`src/rtl/serial_addsub_pkg.sv`:
```
// Shared types for the bit-serial adder/subtractor.
// Holds the sequencer state encoding.
package serial_addsub_pkg;

   typedef enum logic [1:0] {
      IDLE = 2'd0,
      RUN  = 2'd1,
      DONE = 2'd2
   } state_t;

endpackage

```
`src/rtl/fulladder.sv`:
```
// One-bit full adder cell.
// Purely combinational.
module fulladder (
   input  logic A,
   input  logic B,
   input  logic Cin,
   output logic Sum,
   output logic Cout
);

   assign Sum  = A ^ B ^ Cin;
   assign Cout = (A & B) | (Cin & (A ^ B));

endmodule

```
`src/rtl/serial_addsub.sv`:
```
// Bit-serial adder/subtractor, one bit per clock, LSB first.
// Subtraction adds the inverted B with an initial carry of one.
module serial_addsub
   import serial_addsub_pkg::*;
#(
   parameter int WIDTH = 8
) (
   input  logic             clock,
   input  logic             reset,
   input  logic             start,
   input  logic             Sub,
   input  logic [WIDTH-1:0] A,
   input  logic [WIDTH-1:0] B,
   output logic             busy,
   output logic             done,
   output logic [WIDTH-1:0] Sum,
   output logic             Cout,
   output logic             Ovf
);

   localparam int CW = $clog2(WIDTH + 1);
   localparam logic [CW-1:0] LAST = CW'(WIDTH - 1);

   state_t           state;
   logic [WIDTH-1:0] opa;
   logic [WIDTH-1:0] opb;
   logic [WIDTH-2:0] res;
   logic             cy;
   logic [CW-1:0]    cnt;
   logic             fa_s;
   logic             fa_co;
   logic [WIDTH-1:0] nxt;

   fulladder u_fa (
      .A    (opa[0]),
      .B    (opb[0]),
      .Cin  (cy),
      .Sum  (fa_s),
      .Cout (fa_co)
   );

   // new sum bit enters at the MSB end; on the last bit this is the full result
   assign nxt  = {fa_s, res};
   assign busy = (state == RUN);
   assign done = (state == DONE);

   always_ff @(posedge clock) begin
      if (reset) begin
         state <= IDLE;
         opa   <= '0;
         opb   <= '0;
         res   <= '0;
         cy    <= 1'b0;
         cnt   <= '0;
         Sum   <= '0;
         Cout  <= 1'b0;
         Ovf   <= 1'b0;
      end else begin
         unique case (state)
            IDLE, DONE: begin
               if (start) begin
                  opa   <= A;
                  opb   <= B ^ {WIDTH{Sub}};
                  cy    <= Sub;
                  cnt   <= '0;
                  state <= RUN;
               end else begin
                  state <= IDLE;
               end
            end
            RUN: begin
               opa <= opa >> 1;
               opb <= opb >> 1;
               res <= nxt[WIDTH-1:1];
               cy  <= fa_co;
               cnt <= cnt + CW'(1);
               if (cnt == LAST) begin
                  Sum   <= nxt;
                  Cout  <= fa_co;
                  Ovf   <= cy ^ fa_co;
                  state <= DONE;
               end
            end
            default: state <= IDLE;
         endcase
      end
   end

endmodule

```
`config.mk`:
```
export PLATFORM = sky130hd
export DESIGN_NAME = serial_addsub
export DESIGN_NICKNAME = d
export VERILOG_FILES = /design/src/rtl/serial_addsub_pkg.sv /design/src/rtl/fulladder.sv /design/src/rtl/serial_addsub.sv
export SDC_FILE = /design/constraint.sdc
export NUM_CORES = 1
export LEC_CHECK = 0
export BUFFER_PORTS_ARGS = -buffer_cell sky130_fd_sc_hd__buf_4
export CORE_ASPECT_RATIO = 0.75
export CORE_UTILIZATION = 45
export CTS_BUF_LIST = sky130_fd_sc_hd__clkbuf_8
export CTS_CLUSTER_SIZE = 14
export DETAILED_ROUTE_END_ITERATION = 8
export GPL_ROUTABILITY_DRIVEN = 0
export GPL_TIMING_DRIVEN = 0
export HOLD_SLACK_MARGIN = 0.15
export PLACE_DENSITY = 0.67
export SLEW_MARGIN = 10
export SYNTH_ARGS = -nofsm -noshare
export SYNTH_HDL_FRONTEND = slang
export SYNTH_SLANG_ARGS = --single-unit
```
`constraint.sdc`:
```
create_clock -name clock -period 1.4 [get_ports clock]
set_input_delay 0.07 -clock clock [delete_from_list [all_inputs] [get_ports clock]]
set_output_delay 0.07 -clock clock [all_outputs]
set_load 0.005 [all_outputs]
```
== Word level (Yosys, flattened, before mapping) ==
Cells that the tools add are included.
Word-level totals
  output and inout bits: 12
  input port bits: 20
  register bits: 40
  word-level logic and storage cells: 38
Operators by class
  equality and inequality tests: 5
  reduce and logical (&&, ||, !) cells: 5
  add/subtract/negate cells: 1
  bitwise logic cells: 7
  mux-type cells: 11
Operator list (count)
  $pmux W8 S2: 2
  $mux W8: 2
  $pmux W4 S2: 1
  $xor A8 B8 Y8: 1
  $add A4 B1 Y4 const B: 1
  $eq A4 B3 Y1 const B: 1
  $mux W4: 1
  $pmux W2 S2: 1
  $reduce_and A2 Y1: 2
  $xor A1 B1 Y1: 3
  $and A1 B1 Y1: 2
  $eq A2 B1 Y1 const B: 1
  $eq A2 B2 Y1 const B: 1
  $logic_not A2 Y1: 1
  $mux W1: 2
  $mux W2: 1
  $ne A2 B1 Y1 const B: 1
  $ne A2 B2 Y1 const B: 1
  $pmux W1 S2: 1
  $reduce_bool A2 Y1: 1
  $reduce_or A2 Y1: 1
  $or A1 B1 Y1: 1

== Longest topological paths before layout ==
Gate-level depths: netlist (run 1).
  depth in word-level cells: 4
  depth in mapped cells: 6
  gate-level depth less buffers: 4

== By module ==
A second synthesis (run 1) with hierarchy kept.
Second synthesis, totals
  cells, all modules: 194
  area, all modules: 1690.4 µm²
Modules (own cells, without submodules)
  serial_addsub: seq. area each 800.8 µm², cells an instance 193, area an instance 1670.4 µm², instances 1
  fulladder: seq. area each 0.0 µm², cells an instance 1, area an instance 20.0 µm², instances 1

== Worst setup path after synthesis (run 1) ==
Ideal clock, no wire load.
  path kind: register to register
  start point: register cy
  end point: register Ovf
  data required time: 1309 ps
  stages on the path, launching flop included: 4
  path buffers: 0
  clock period less this slack: 1242 ps
  arrival: 1151 ps
  path slack: 158 ps
  setup time: 91 ps
  cell sequence: dfxtp_1 -> fa_1 -> xnor2_1 -> a311oi_1
Between the ends
  cells in the longest elaborated chain, start to end: 3
RTL lines
  start: declaration: RTL line serial_addsub.sv:28  | logic cy;
  start signal: assignment: RTL line serial_addsub.sv:64  | cy <= Sub;
  start signal: assignment: RTL line serial_addsub.sv:75  | cy <= fa_co;
  $and A1 B1 Y1: RTL line fulladder.sv:12  | assign Cout = (A & B) | (Cin & (A ^ B));
  $or A1 B1 Y1: RTL line fulladder.sv:12
  via fa_co: RTL line serial_addsub.sv:31  | logic fa_co;
  $xor A1 B1 Y1: RTL line serial_addsub.sv:80  | Ovf <= cy ^ fa_co;
  end signal: assignment: RTL line serial_addsub.sv:80
  end: declaration: RTL line serial_addsub.sv:18  | output logic Ovf
The timed path passes the listed nets, and every way through them passes these cells.
A chain may end at the register's enable or synchronous reset.

== Final worst setup path (run 1) ==
Ends and elaborated chain as after synthesis.

==> results of run 1 <==
power breakdown:
part           internal [mW]  switching (mW)
clock network          0.332           0.382
logic                  0.151           0.178
registers               1.18          0.0296
total                   1.67           0.589
layout make-up:
cell class                 count  share of cell area (%)
sequential                    40                    36.6
timing repair buffer          42                    15.6
multi-input combinational    134                    36.3
tap                           50                    2.86
buffer                        17                    4.87
clock buffer                   5                    3.15
inverter                       1                   0.172
clock inverter                 2                   0.401
flip-flops by register name, indices dropped and copies added, names as in the netlist:
| name | flops |
|---|---|
| opb | 8 |
| opa | 8 |
| res | 7 |
| Sum | 8 |
| cy | 1 |
| cnt | 4 |
| Ovf | 1 |
| state | 2 |
| Cout | 1 |
cell usage in the layout, fill, tap and decap left out, types with 2 or more instances in the layout:
cell,Yosys,layout
o21ai_0,9,8
nand2_1,17,17
buf_2,9,8
buf_4,3,33
nand2b_1,3,3
nor2b_1,2,2
a21oi_1,38,37
dlygate4sd3_1,0,10
clkbuf_8,0,5
dfxtp_1,40,40
nand3b_1,2,2
xor2_1,8,8
a22oi_1,15,15
clkbuf_1,6,4
nand3_1,28,28
stage by stage:
stage / instances / hold WS [ps] / setup TNS (ps) / utilization [%] / power, mW
finish: 291 / 192 / 0 / 63.4 / 2.26
global route: 291 / 212 / -59.5 / 63.4 / 2.35
CTS: 291 / 188 / 0 / 62.7 / 2.26
detailed placement: 274 / 338 / -4.79 / 57.4 / 1.54
global placement: 274 / 326 / 0 / 57.4 / 1.52
floorplan: 194 / 206 / 0 / - / 1.43
layer usage:
| metal | track usage, % | up-vias |
|---|---|---|
| li1 | - | 777 |
| met5 | 0 | - |
| met2 | 33.5 | 38 |
| met4 | 9.15 | 0 |
| met1 | 29.3 | 739 |
| met3 | 5.62 | 9 |
tightest hold or removal path, stage by stage:
cell	delay (ps)
buf_4	80
xor2_1	60
a22oi_1	140
a21oi_1	80
cells by family after synthesis:
logic type      count (synthesis)  share of synthesized area, %
flops                          40                          47.3
compound gates                 64                          21.8
simple gates                   57                          16.6
buf+inv                        20                          6.21
fa+ha+maj                       2                          1.92
mux                             2                          1.48
xor+xnor                        9                          4.66
final timing paths:
path | slack (ps) | to | start
min | 190 | opb[4]$_SDFFE_PP0P_ | B[4]
max | 70 | Ovf$_SDFFE_PP0P_ | cy$_SDFFE_PP0P_
min reg2reg | 470 | opb[7]$_SDFFE_PP0P_ | opb[7]$_SDFFE_PP0P_
max reg2reg | 70 | Ovf$_SDFFE_PP0P_ | cy$_SDFFE_PP0P_
repair_timing:
| action | in CTS | in global routing |
|---|---|---|
| setup buffers | 2 | 0 |
| hold buffers | 10 | 0 |
| cloned | 0 | 0 |
| endpoints found under the hold margin | 10 | 0 |
| endpoints found under the setup margin | 4 | 12 |
| resized for setup | 0 | 11 |
==> impl_metrics.yaml, run 1 <==
sta:
  hold_viol_final: 0
  finalCritPeriodShare_pct: 95.1
  fin_crit_ps: 1330
  relSlewSlack_pct: 62.4
  fmax_mhz: 751
  setup_ws_ps: 68.8
  max_slew.worst_pin.slew_ps: 564
  skew_ps: 4.52
  setup_viol: 0
  slew_viol_final: 0
run_status:
  status: "complete, no violations"
setup_path:
  cp_num_cells: 3
  slowest_delay_ps: 430
  cp_cell_sequence: "fa_2, xnor2_1, a311oi_1"
  cp_data_required_time_ps: 1590
  rr_worst_depth: 3
  path_buf_inv: 0
  crit_arrival_ps: 1520
  endpoint_kind: "register"
  crit_fanout: 3
  start_kind: "register"
  cpLargestDelayFamily: "adder cells"
  critical_path_class: "reg -> reg"
  cp_slowest_cell: "fa_2"
clock_tree:
  clkLatencyLatePin_ps: 290
  cts_root_buffer: "clkbuf_8"
  cts_max_level: 2
  cts.clk_slew.worst_paths_ps: 70
  clock_sink_count: 40
  cts_buffer_depth: 2
  numCtsBuffers: 5
  cts_tree: "built"
hold_path:
  hold_path.class: "in -> reg"
  min_path_cells: 4
yosys:
  synth-main-ff-cell: "dfxtp_1"
  synth_area_leader_cell: "dfxtp_1"
  netlist.area_leader.share_pct: 47.3
  synth.net_count: 216
  synth_edf_count: 0
  avgSynthCellArea_sq_um: 8.72
  ys_ff_latch: 40
  async_flop_share_pct: 0
  yosys.cell_count.top_type: "dfxtp_1"
  synthTopCellsByCount: "dfxtp_1 (40), a21oi_1 (38), nand3_1 (28)"
  synth-seq-area-share_pct: 47.3
  ys_types: 27
  netlist_area_sq_mm: 0.00169
  yosys_warnings: 0
  yosys-top-cells-area: "dfxtp_1 (47%), a21oi_1 (11%), nand3_1 (8.3%)"
  synthCells: 194
die:
  core.rowCount: 18
  ios: 32
  die_y_microns: 55.1
  start_util_pct: 49.1
  die_area_sq_mm: 0.00401
  coreArea_sq_mm: 0.00345
  die_width_microns: 72.8
grt:
  grt_pass1_wl_microns: 6420
  grt.overflow.total: 0
  first_global_vias: 1350
  antenna_found_initial: 0
  grt_start_max_net_pins: 20
  grt.total_usage_pct: 21.7
layout:
  multi_input_area_sq_um: 795
  seq_area_sq_um: 801
  final_area_sq_mm: 0.00219
  final_layout_size_suffix_gt1_share_pct: 24.1
  area_growth_pct: 29.2
  layout.nets: 263
  diodes: 0
  n_fill_cell: 312
pwr:
  vdd_ir_drop_max_v: 0.000558
  cellLeakagePower_nw: 0.845
  power_density_mw_per_mm2: 1030
detailed_routing:
  drc: 0
  drt_iter0_drc: 79
  firstDrtPassIters: 4
  route.met3.wl_microns: 177
  vias: 1563
  wirelength_microns: 4110
  wl_met1_microns: 1950
  ant_nets: 0
  top_layer: "met4"
  wl_met2_microns: 1920
  via_per_inst: 5.37
  wl_per_cell_microns: 14.1
placement:
  dp_slack_ps: -4.79
  dp_hpwl_microns: 2810
  io_buffers: 30
  placed_area_sq_mm: 0.00198
flow_run:
  drv_cap: 0
Power figures use the tool's default switching activity.
==> inputs of run 2 (changes only) <==
--- a/config.mk
+++ b/config.mk
@@ -14,7 +14,7 @@
 export GPL_ROUTABILITY_DRIVEN = 0
 export GPL_TIMING_DRIVEN = 0
 export HOLD_SLACK_MARGIN = 0.15
-export PLACE_DENSITY = 0.67
+export PLACE_DENSITY = 0.78
 export SLEW_MARGIN = 10
 export SYNTH_ARGS = -nofsm -noshare
 export SYNTH_HDL_FRONTEND = slang
==> run 2 against run 1 <==
- largest cell class unchanged
- critical path depth is the same
- register-to-register slack gained 60 ps
- critical path type unchanged
- core utilization shrank 0.22 points
- via count shrank 2.5%
- largest power group unchanged
- sequential power is essentially flat
- cell area shrank 0.34%
- fmax grew 4.4%
- total power grew 2.4%
- routed wire length shrank 6.6%
- clock skew shrank 2.2 ps
==> impl_metrics.yaml, run 2 (same netlist as run 1, synthesis figures left out) <==
setup_path:
  endpoint_kind: "register"
  start_kind: "register"
  rr_startpoint: "cy$_SDFFE_PP0P_"
  crit_arrival_ps: 1480
  cp_data_required_time_ps: 1600
  critical_path_class: "reg -> reg"
  cp_slowest_cell: "fa_2"
  r2r_setup_slack_ps: 130
  cpLargestDelayFamily: "adder cells"
  crit_fanout: 3
  path_buf_inv: 0
  cp_cell_sequence: "fa_2, xnor2_1, a311oi_1"
  r2r_end: "Ovf$_SDFFE_PP0P_"
  slowest_delay_ps: 430
  rr_worst_depth: 3
sta:
  hold_viol_final: 0
  fin_crit_ps: 1270
  rsz0062_at_grt: "false"
  setup_viol: 0
  finalCritPeriodShare_pct: 91.1
  setup_ws_ps: 125
  skew_ps: 2.33
  slew_viol_final: 0
  relSlewSlack_pct: 65.6
  max_slew.worst_pin.slew_ps: 516
  fin_setup_tns_ps: 0
  fmax_mhz: 784
die:
  coreArea_sq_mm: 0.00345
  die_area_sq_mm: 0.00401
  core.rowCount: 18
  die_y_microns: 55.1
  start_util_pct: 49.1
  die_width_microns: 72.8
  ios: 32
pwr:
  vdd_ir_drop_max_v: 0.000767
  cellLeakagePower_nw: 0.846
  power_density_mw_per_mm2: 1060
hold_path:
  min_path_cells: 4
  hold_path.class: "in -> reg"
  hold_path_startpoint: "B[0]"
  min_to: "opb[0]$_SDFFE_PP0P_"
clock_tree:
  cts_max_level: 2
  cts_buffer_depth: 2
  cts.clk_slew.worst_paths_ps: 70
  cts_tree: "built"
  clock_sink_count: 40
  cts_setup_buffers: 0
  cts_root_buffer: "clkbuf_8"
  clkLatencyLatePin_ps: 290
  numCtsBuffers: 5
placement:
  dp_slack_ps: -3.35
  io_buffers: 30
  dp_hpwl_microns: 2580
detailed_routing:
  vias: 1524
  drc: 0
  drt_iter0_drc: 75
  wl_per_cell_microns: 13.2
  firstDrtPassIters: 4
  via_per_inst: 5.24
  ant_nets: 0
  wirelength_microns: 3840
run_status:
  status: "complete, no violations"
layout:
  final_layout_size_suffix_gt1_share_pct: 22.4
  layout.nets: 262
  diodes: 0
  final_cell_mix: "dfxtp_1 (40), a21oi_1 (38), buf_4 (32), nand3_1 (28), nand2_1 (17)"
  area_growth_pct: 28.8
  reg_top3: "Sum x8, opa x8, opb x8"
  final_common_cell: "dfxtp_1"
grt:
  first_global_vias: 1344
  grt.overflow.total: 0
  grt.total_usage_pct: 21.2
  grt_pass1_wl_microns: 6040
  grt_start_max_net_pins: 20
  antenna_found_initial: 0
flow_run:
  drv_cap: 0
## run 2: cell count changes in the layout (fill, tap and decap cells not counted), sizes merged
cell | previous run | this run
clkinv | 1 | 0
inv | 2 | 3
## run 2: cell type report
type,count,area (sq um)
sequential,40,801
clock buffer,6,82.6
multi-input combinational,134,791
timing repair buffer,40,325
buffer,18,105
fill,321,1270
tap,50,62.6
clock inverter,2,7.51
inverter,1,3.75
## run 2: metal layers
layer | GRT usage [%] | vias up | wire [microns]
met3 | 5.07 | 8 | 111
met5 | 0 | - | 0
met4 | 11.8 | 0 | 72
li1 | - | 781 | -
met2 | 33.8 | 26 | 1740
met1 | 27.0 | 709 | 1920
## run 2: worst min-delay path: stages
cell	delay, ps
buf_4	80
xor2_1	50
a22oi_1	140
a21oi_1	80
## run 2: metrics by stage
stage | std cells | utilization (%) | hold WS [ps] | power [mW] | instance area [sq um]
after floorplan | 194 | - | 206 | 1.43 | 1690
after global placement | 274 | 57.4 | 327 | 1.52 | 1980
after detailed placement | 274 | 57.4 | 334 | 1.53 | 1980
after CTS | 291 | 62.8 | 169 | 2.32 | 2160
after global routing | 291 | 63.2 | 181 | 2.40 | 2180
final | 291 | 63.2 | 178 | 2.31 | 2180
## run 2: worst max-delay path by stage
stage | startpoint | to | cells past startpoint
floorplan | cy$_SDFFE_PP0P_ | Ovf$_SDFFE_PP0P_ | 3
global placement | cnt[0]$_SDFFE_PP0P_ | Sum[4]$_SDFFE_PP0P_ | 5
detailed placement | cnt[0]$_SDFFE_PP0P_ | Sum[2]$_SDFFE_PP0P_ | 5
CTS | cy$_SDFFE_PP0P_ | Ovf$_SDFFE_PP0P_ | 3
global route | state[0]$_SDFFE_PP0P_ | Sum[5]$_SDFFE_PP0P_ | 6
finish | cy$_SDFFE_PP0P_ | Ovf$_SDFFE_PP0P_ | 3
## run 2: power by group
part	internal [mW]	switching (mW)	total, mW	leakage, nW
Combinational	0.148	0.173	0.321	0.466
Sequential	1.18	0.0279	1.21	0.325
Clock	0.387	0.390	0.777	0.0538
Total	1.72	0.590	2.31	0.846
## run 2: timing repair
item / CTS / global route
setup endpoints to repair: 7 / 9
hold buffers: 10 / 0
endpoints found under the hold margin: 10 / 0
gates resized for setup: 1 / 8
==> inputs of run 3 (changes only) <==
--- a/config.mk
+++ b/config.mk
@@ -18,4 +18,5 @@
 export SLEW_MARGIN = 10
 export SYNTH_ARGS = -nofsm -noshare
 export SYNTH_HDL_FRONTEND = slang
+export SYNTH_HIERARCHICAL = 1
 export SYNTH_SLANG_ARGS = --single-unit
==> run 3 against run 2 <==
- critical path type unchanged
- synthesized cell count unchanged
- non-clock buffer count unchanged
- largest cell class unchanged
- combinational power about the same
- hold slack improved by 10 ps
- fmax decreased by 2.2%
- via count increased by 2.5%
==> impl_metrics.yaml, run 3 <==
die:
  ios: 32
  start_util_pct: 49.1
  die_width_microns: 72.8
  coreArea_sq_mm: 0.00345
  die_area_sq_mm: 0.00401
  die_y_microns: 55.1
  core.rowCount: 18
grt:
  grt.overflow.total: 0
  grt_pass1_wl_microns: 6460
  grt.total_usage_pct: 22.5
  grt_start_max_net_pins: 20
  antenna_found_initial: 0
  first_global_vias: 1371
layout:
  final_cell_mix: "dfxtp_1 (40), a21oi_1 (38), buf_4 (31), nand3_1 (28), nand2_1 (17)"
  multi_input_area_sq_um: 788
  instances_no_fill: 290
  final_layout_size_suffix_gt1_share_pct: 22.5
  n_fill_cell: 332
  final_common_cell: "dfxtp_1"
  reg_top3: "Sum x8, opa x8, opb x8"
  area_growth_pct: 28.1
  layout.nets: 262
  diodes: 0
  final_util_pct: 62.8
  seq_area_sq_um: 801
  final_area_sq_mm: 0.00216
yosys:
  ys_ff_latch: 40
  ys_types: 27
  synth.net_count: 216
  synthTopCellsByCount: "dfxtp_1 (40), a21oi_1 (38), nand3_1 (28)"
  netlist.area_leader.share_pct: 47.4
  yosys-top-cells-area: "dfxtp_1 (47%), a21oi_1 (11%), nand3_1 (8.3%)"
  netlist_area_sq_mm: 0.00169
  avgSynthCellArea_sq_um: 8.71
  synth_edf_count: 0
  synth_area_leader_cell: "dfxtp_1"
  synthCells: 194
  yosys.cell_count.top_type: "dfxtp_1"
  synth-main-ff-cell: "dfxtp_1"
  async_flop_share_pct: 0
  synth-seq-area-share_pct: 47.4
  yosys_warnings: 6
setup_path:
  critical_path_class: "reg -> reg"
  r2r_setup_slack_ps: 100
  rr_worst_depth: 5
  crit_fanout: 10
  endpoint_kind: "register"
  rr_startpoint: "cnt[0]$_SDFFE_PP0P_"
  start_kind: "register"
  cp_data_required_time_ps: 1610
  r2r_end: "Sum[7]$_SDFFE_PP0P_"
  crit_arrival_ps: 1520
  crit_end: "Sum[7]$_SDFFE_PP0P_"
  startpoint: "cnt[0]$_SDFFE_PP0P_"
detailed_routing:
  wl_per_cell_microns: 13.5
  vias: 1562
  ant_nets: 0
  drt_iter0_drc: 126
  drc: 0
  firstDrtPassIters: 5
  via_per_inst: 5.39
  wirelength_microns: 3910
run_status:
  status: "complete, no violations"
sta:
  setup_viol: 0
  max_slew.worst_pin.slew_ps: 511
  hold_viol_final: 0
  slew_viol_final: 0
  fin_crit_ps: 1300
  setup_ws_ps: 96.1
  finalCritPeriodShare_pct: 93.1
  fmax_mhz: 767
  rsz0062_at_grt: "true"
  relSlewSlack_pct: 66.0
  skew_ps: 5.79
clock_tree:
  cts_root_buffer: "clkbuf_8"
  cts.clk_slew.worst_paths_ps: 70
  clkLatencyLatePin_ps: 290
  numCtsBuffers: 5
  clock_sink_count: 40
  cts_buffer_depth: 2
  cts_tree: "built"
  cts_max_level: 2
pwr:
  vdd_ir_drop_max_v: 0.000894
  total_power_mw: 2.24
  cellLeakagePower_nw: 0.842
  power_density_mw_per_mm2: 1040
placement:
  io_buffers: 30
  dp_slack_ps: -41.5
  dp_hpwl_microns: 2610
  placed_area_sq_mm: 0.00198
  place_inst: 274
flow_run:
  drv_cap: 0
hold_path:
  hold_path.class: "in -> reg"
  hold_path_startpoint: "B[6]"
run 3: cell count changes after synthesis:
cell	change
clkbuf_1	+1
buf_2	-1
run 3: final cells by class:
class                      count  share of cell area [%]
inverter                       1                   0.173
timing repair buffer          40                    15.0
clock buffer                   5                    3.18
buffer                        18                    4.91
sequential                    40                    37.0
clock inverter                 2                   0.405
multi-input combinational    134                    36.4
tap                           50                    2.89
run 3: through the flow:
| stage | hold WS, ps | setup TNS (ps) |
|---|---|---|
| 2_1_floorplan | 206 | 0 |
| 3_3_place_gp | 328 | 0 |
| 3_5_place_dp | 332 | -41.5 |
| 4_1_cts | 175 | 0 |
| 5_1_grt | 209 | -18.4 |
| 6_report | 188 | 0 |
run 3: metal layers:
metal	vias up	track usage [%]	wire length [microns]
met4	0	11.1	86
met3	8	7.07	242
li1	778	-	-
met1	726	29.2	1840
met2	50	34.4	1740
met5	-	0	0
run 3: critical path: stages, from the launching register on:
cell and delay [ps]:
dfxtp_1 370, ha_2 220, and3b_1 190, clkbuf_4 200
nand3_1 90, a21oi_1 160
run 3: how the worst min path moves through the flow:
stage,to,slack [ps],cells after the start
floorplan,opa[7]$_SDFFE_PP0P_,210,2
global placement,opa[7]$_SDFFE_PP0P_,330,3
detailed placement,opa[7]$_SDFFE_PP0P_,330,3
CTS,opb[6]$_SDFFE_PP0P_,180,4
global route,opb[3]$_SDFFE_PP0P_,210,4
finish,opb[6]$_SDFFE_PP0P_,190,4
run 3: cell families (layout without fill, tap and decap cells):
| kind of cell | after synthesis | after routing | synth area share (%) |
|---|---|---|---|
| and+or+nand+nor | 57 | 57 | 16.6 |
| muxes | 2 | 2 | 1.48 |
| DFF | 40 | 40 | 47.4 |
| xor gates and xnor gates | 9 | 9 | 4.66 |
| AOI/OAI and AO/OA | 64 | 64 | 21.8 |
| adders and majority gates | 2 | 2 | 1.92 |
| buffers and inverters | 20 | 66 | 6.14 |
run 3: repair_timing:
action,4_1_cts,5_1_grt
hold endpoints to repair,10,0
resized for setup,1,10
setup buffers,0,0
hold buffers,10,0
endpoints found under the setup margin,8,15
run 3: report_power, final:
| group | switching (mW) | internal, mW | total [mW] |
|---|---|---|---|
| Sequential | 0.0269 | 1.18 | 1.21 |
| Clock | 0.376 | 0.331 | 0.708 |
| Combinational | 0.176 | 0.148 | 0.324 |
